[config.mk]
export PLATFORM = sky130hd
export DESIGN_NAME = minmax_reduce_int
export DESIGN_NICKNAME = d
export VERILOG_FILES = /design/src/rtl/minmax_pkg.sv /design/src/rtl/cmp_int_nbit.sv /design/src/rtl/minmax_reduce_int.sv
export SDC_FILE = /design/constraint.sdc
export NUM_CORES = 1
export LEC_CHECK = 0
export ABC_AREA = 0
export CAP_MARGIN = 20
export CORE_MARGIN = 3
export CORE_UTILIZATION = 25
export DETAILED_ROUTE_END_ITERATION = 12
export SYNTH_ARGS = -nofsm -noshare
export SYNTH_HDL_FRONTEND = slang
export SYNTH_HIERARCHICAL = 1
export SYNTH_SLANG_ARGS = --single-unit
[constraint.sdc]
create_clock -name clk -period 3.9 [get_ports clk]
set_input_delay 0.78 -clock clk [delete_from_list [all_inputs] [get_ports clk]]
set_output_delay 0.78 -clock clk [all_outputs]
set_load 0.03 [all_outputs]
[src/rtl/minmax_pkg.sv]
// Shared types for the min/max frame reducer: FSM state encoding and the
// polarity of the mode-select bits.
package minmax_pkg;

  typedef enum logic [1:0] {
    IDLE  = 2'd0,
    ACCUM = 2'd1,
    DONE  = 2'd2
  } state_t;

  localparam logic MODE_MIN     = 1'b0;
  localparam logic MODE_MAX     = 1'b1;
  localparam logic CMP_UNSIGNED = 1'b0;
  localparam logic CMP_SIGNED   = 1'b1;

endpackage

[src/rtl/cmp_int_nbit.sv]
// Magnitude comparator: a > b and a == b, in either two's-complement or
// unsigned interpretation selected at run time.
module cmp_int_nbit #(
  parameter int WIDTH = 64
) (
  input  logic [WIDTH-1:0] a,
  input  logic [WIDTH-1:0] b,
  input  logic             is_signed,
  output logic             gt,
  output logic             eq
);

  // One extra bit: sign-extend in signed mode, zero-extend otherwise, then a
  // single signed compare covers both interpretations.
  logic signed [WIDTH:0] a_ext;
  logic signed [WIDTH:0] b_ext;

  assign a_ext = {is_signed & a[WIDTH-1], a};
  assign b_ext = {is_signed & b[WIDTH-1], b};
  assign gt    = (a_ext > b_ext);
  assign eq    = (a == b);

endmodule

[src/rtl/minmax_reduce_int.sv]
// Streams a frame of integers and reports its minimum or maximum, the
// zero-based position of that element and the frame length.
module minmax_reduce_int
  import minmax_pkg::*;
#(
  parameter int WIDTH   = 64,
  parameter int MAX_LEN = 16,
  localparam int IDX_W  = (MAX_LEN > 1) ? $clog2(MAX_LEN) : 1,
  localparam int CNT_W  = $clog2(MAX_LEN + 1)
) (
  input  logic             clk,
  input  logic             rst_n,
  input  logic             mode_max,
  input  logic             mode_signed,
  input  logic             in_valid,
  output logic             in_ready,
  input  logic [WIDTH-1:0] in_data,
  input  logic             in_last,
  output logic             out_valid,
  input  logic             out_ready,
  output logic [WIDTH-1:0] out_data,
  output logic [IDX_W-1:0] out_index,
  output logic [CNT_W-1:0] out_count
);

  state_t           state;
  state_t           state_nx;
  logic [WIDTH-1:0] acc;
  logic [IDX_W-1:0] idx;
  logic [CNT_W-1:0] cnt;
  logic             mode_max_q;
  logic             mode_signed_q;
  logic             accept;
  logic             gt;
  logic             eq;
  logic             better;
  logic             final_beat;

  assign accept = in_valid && in_ready;

  cmp_int_nbit #(.WIDTH(WIDTH)) u_cmp (
    .a         (in_data),
    .b         (acc),
    .is_signed (mode_signed_q),
    .gt        (gt),
    .eq        (eq)
  );

  // Strict comparison in both directions so ties keep the earlier element.
  assign better = (mode_max_q == MODE_MAX) ? gt : (!gt && !eq);

  always_comb begin
    final_beat = in_last;
    if (state == IDLE) begin
      final_beat = in_last || (MAX_LEN == 1);
    end else if (state == ACCUM) begin
      final_beat = in_last || (cnt == CNT_W'(MAX_LEN - 1));
    end
  end

  always_ff @(posedge clk or negedge rst_n) begin
    if (!rst_n) begin
      state <= IDLE;
    end else begin
      state <= state_nx;
    end
  end

  always_comb begin
    state_nx  = state;
    in_ready  = 1'b1;
    out_valid = 1'b0;
    case (state)
      IDLE: begin
        if (accept) state_nx = final_beat ? DONE : ACCUM;
      end
      ACCUM: begin
        if (accept && final_beat) state_nx = DONE;
      end
      DONE: begin
        in_ready  = 1'b0;
        out_valid = 1'b1;
        if (out_ready) state_nx = IDLE;
      end
      default: state_nx = IDLE;
    endcase
  end

  // Running extremum, its index, element count and the modes latched on the
  // first beat; cnt doubles as the index of the element being accepted.
  always_ff @(posedge clk or negedge rst_n) begin
    if (!rst_n) begin
      acc           <= '0;
      idx           <= '0;
      cnt           <= '0;
      mode_max_q    <= MODE_MIN;
      mode_signed_q <= CMP_UNSIGNED;
    end else if (accept) begin
      case (state)
        IDLE: begin
          acc           <= in_data;
          idx           <= '0;
          cnt           <= CNT_W'(1);
          mode_max_q    <= mode_max;
          mode_signed_q <= mode_signed;
        end
        ACCUM: begin
          cnt <= cnt + 1'b1;
          if (better) begin
            acc <= in_data;
            idx <= IDX_W'(cnt);
          end
        end
        default: ;
      endcase
    end
  end

  assign out_data  = acc;
  assign out_index = idx;
  assign out_count = cnt;

endmodule

==> reports/metrics.yaml <==
crit_chain: "dlygate4sd2_1 > ha_4 > nand4_1 > and4bb_2 > nand2_1 > or4_4 > a32oi_2 > nand2_2 > or3_4 > a31oi_4 > buf_6 > buf_12 > buf_12 > mux2_4"
synth.distinct_cells: 49
final_cell_mix: "clkdlybuf4s50_1, dfrtp_1, inv_1, mux2_4, buf_4"
io_buffers: 145
crit_type: "in2reg"
vdd_drop_max_mv: 0.243
synth_edf_count: 0
p_leak_nw: 3.91
wire_per_inst_um: 16.1
hold_ws_ns: 0.330
remaining_drc_errors: 0
vias_per_cell: 4.40
mostFrequentLayoutCell: "clkdlybuf4s50_1"
slew_headroom: 0.610
crit_path_start_kind: "input port"
start_util: 0.257
cp_top_family: "simple AND/OR/NAND/NOR gates"
fmax_mhz: 263
power_density_mw_per_mm2: 663
finalSetupViolCount: 0
critical_path.max_fanout: 8
ioPinCount: 146
crit_buf_inv: 4
grt_usage: 0.132
run_status: "finished clean"
row_count: 51
fp.coreArea_mm2: 0.0197
cap_violations: 0
synthesis.area_mm2: 0.00505
antenna_found_initial: 1
clkSlewWorstSetupHoldPaths_ns: 0.06
grt_max_degree: 78
synthCells: 436
drv_slew: 0
dieHeight_um: 148
fillCellCount: 1898
drt_iter0_drc: 144
cp_slowest_cell: "or4_4"
dp_hpwl_mm: 10.1
ctsLongestPathBuffers: 2
nets: 786
hold_viol_final: 0
die-area_mm2: 0.0219
dp.cells: 881
wl_mm: 14.8
firstDrtPassIters: 6
cts_tree: "built"
gp_congestion: 0.753
cp.required_ns: 4.12
clkLatencyLatePin_ns: 0.34
syn_nets: 573
grt_pass1_wl_mm: 22.5
dp_slack_ns: -0.583
fin_cells: 920
first_global_vias: 4052
syn_area_per_cell_um2: 11.6
worst_slack_ns: 0.0967
synth_ff_type: "dfrtp_1"
cpPeakStageDelay_ns: 0.44
die_x_um: 148
startpoint: "in_data[31]"
numClockSinks: 77
skew_ns: 0.0117
hold_path_class: "in2async"
cts_made_buffers: 9
fin_crit_sh: 0.975
rr_startpoint: "out_data[36]"
async_reset_ff_frac: 1.00
root_buffer: "clkbuf_16"
synth-seq-cells: 77
synth_warnings: 6
vias: 4048
drive_gt1_frac: 0.353
overflow: 0
fin_crit_ns: 3.80
crit_top_cell: "buf_12"
antenna_left: 0
worstPathArrival_ns: 4.02
rsz0062_at_grt: "yes"
tightestPinTransition_ns: 0.580
htreeDepth: 3
ys_seq_area_frac: 0.382
syn_to_final_growth_pct: 62.6
end_kind: "flop"
## layer usage
| layer | vias to the layer above | global-route usage | share of wire |
|---|---|---|---|
| met5 | - | 0 | 0 |
| met3 | 19 | 0.0387 | 0.052 |
| met2 | 90 | 0.213 | 0.48 |
| met1 | 1951 | 0.172 | 0.45 |
| met4 | 0 | 0.0383 | 0.019 |
| li1 | 1988 | - | - |
## where the power goes
part / switching [mW] / internal (mW) / total, mW
Combinational: 1.55 / 1.65 / 3.20
Clock: 0.354 / 0.560 / 0.914
Sequential: 0.251 / 1.08 / 1.33
Total: 2.16 / 3.29 / 5.44
## through the flow
stage	cell area [um2]	util	power (mW)	setup TNS, ns
6_report	8210	0.418	5.44	0
5_1_grt	8210	0.418	5.81	-0.278
4_1_cts	7860	0.400	5.30	0
3_5_place_dp	7080	0.360	4.07	-35.54
3_3_place_gp	7080	0.360	4.05	-33.18
2_1_floorplan	5050	-	2.98	0
## cells by family after synthesis
family	Yosys count	synth area share
and+or+nand+nor	84	0.105
buffers and inverters	77	0.0709
DFF	77	0.382
muxes	68	0.196
adders and majority gates	66	0.164
AOI/OAI and AO/OA	63	0.0818
xor gates and xnor gates	1	0.00174
## final cells by class
type	instances	area, um2	area share
diodes	1	2.50	0.000305
inverters	69	259	0.0316
well taps	265	332	0.0404
clock buffers	10	229	0.0279
repair buffers	210	2050	0.249
clock inverters	6	87.6	0.0107
multi-input cells	282	3320	0.405
flip-flops and latches	77	1930	0.235
## state kept, by name (all words and copies together) (netlist names)
name and cells:
out_count 5, out_index 4, out_data 64, mode_max_q 1, mode_signed_q 1, state 2
## what timing repair did
item	CTS	global route
endpoints found under the hold margin	0	0
pin swaps	50	26
hold buffers	0	0
cloned	6	0
endpoints found under the setup margin	64	64
gates resized for setup	75	102
setup buffers	11	4
## Yosys cell counts, types with 2 or more instances
library cell	n	area share
dfrtp_1	77	0.38
inv_1	69	0.051
ha_1	66	0.16
mux2_4	60	0.18
a21oi_1	28	0.028
nand2_1	25	0.019
nand4_1	12	0.015
nand3_1	10	0.0099
o21ai_0	10	0.0099
nor2_1	8	0.0059
buf_8	6	0.018
mux2_2	6	0.013
nor3_1	5	0.0050
a32o_1	4	0.0079
nand4_2	4	0.0099
a21o_1	3	0.0045
a221oi_1	3	0.0052
nor4_1	3	0.0037
a2bb2oi_1	2	0.0035
and4_1	2	0.0035
mux2i_1	2	0.0040
nor4_4	2	0.0084
o21a_1	2	0.0030
o22ai_1	2	0.0025
## path summary, 6_finish.rpt
check	endpoint	depth (start not counted)	slack, ns
max in group asynchronous	out_data[36]	2	2.97
min	out_data[55]	1	0.33
max	out_data[45]	14	0.1
max reg2reg	out_data[45]	15	0.20
min in group clk	out_index[3]	1	0.50
min reg2reg	out_index[3]	1	0.50
No activity file was read; power rests on OpenSTA's default activity.
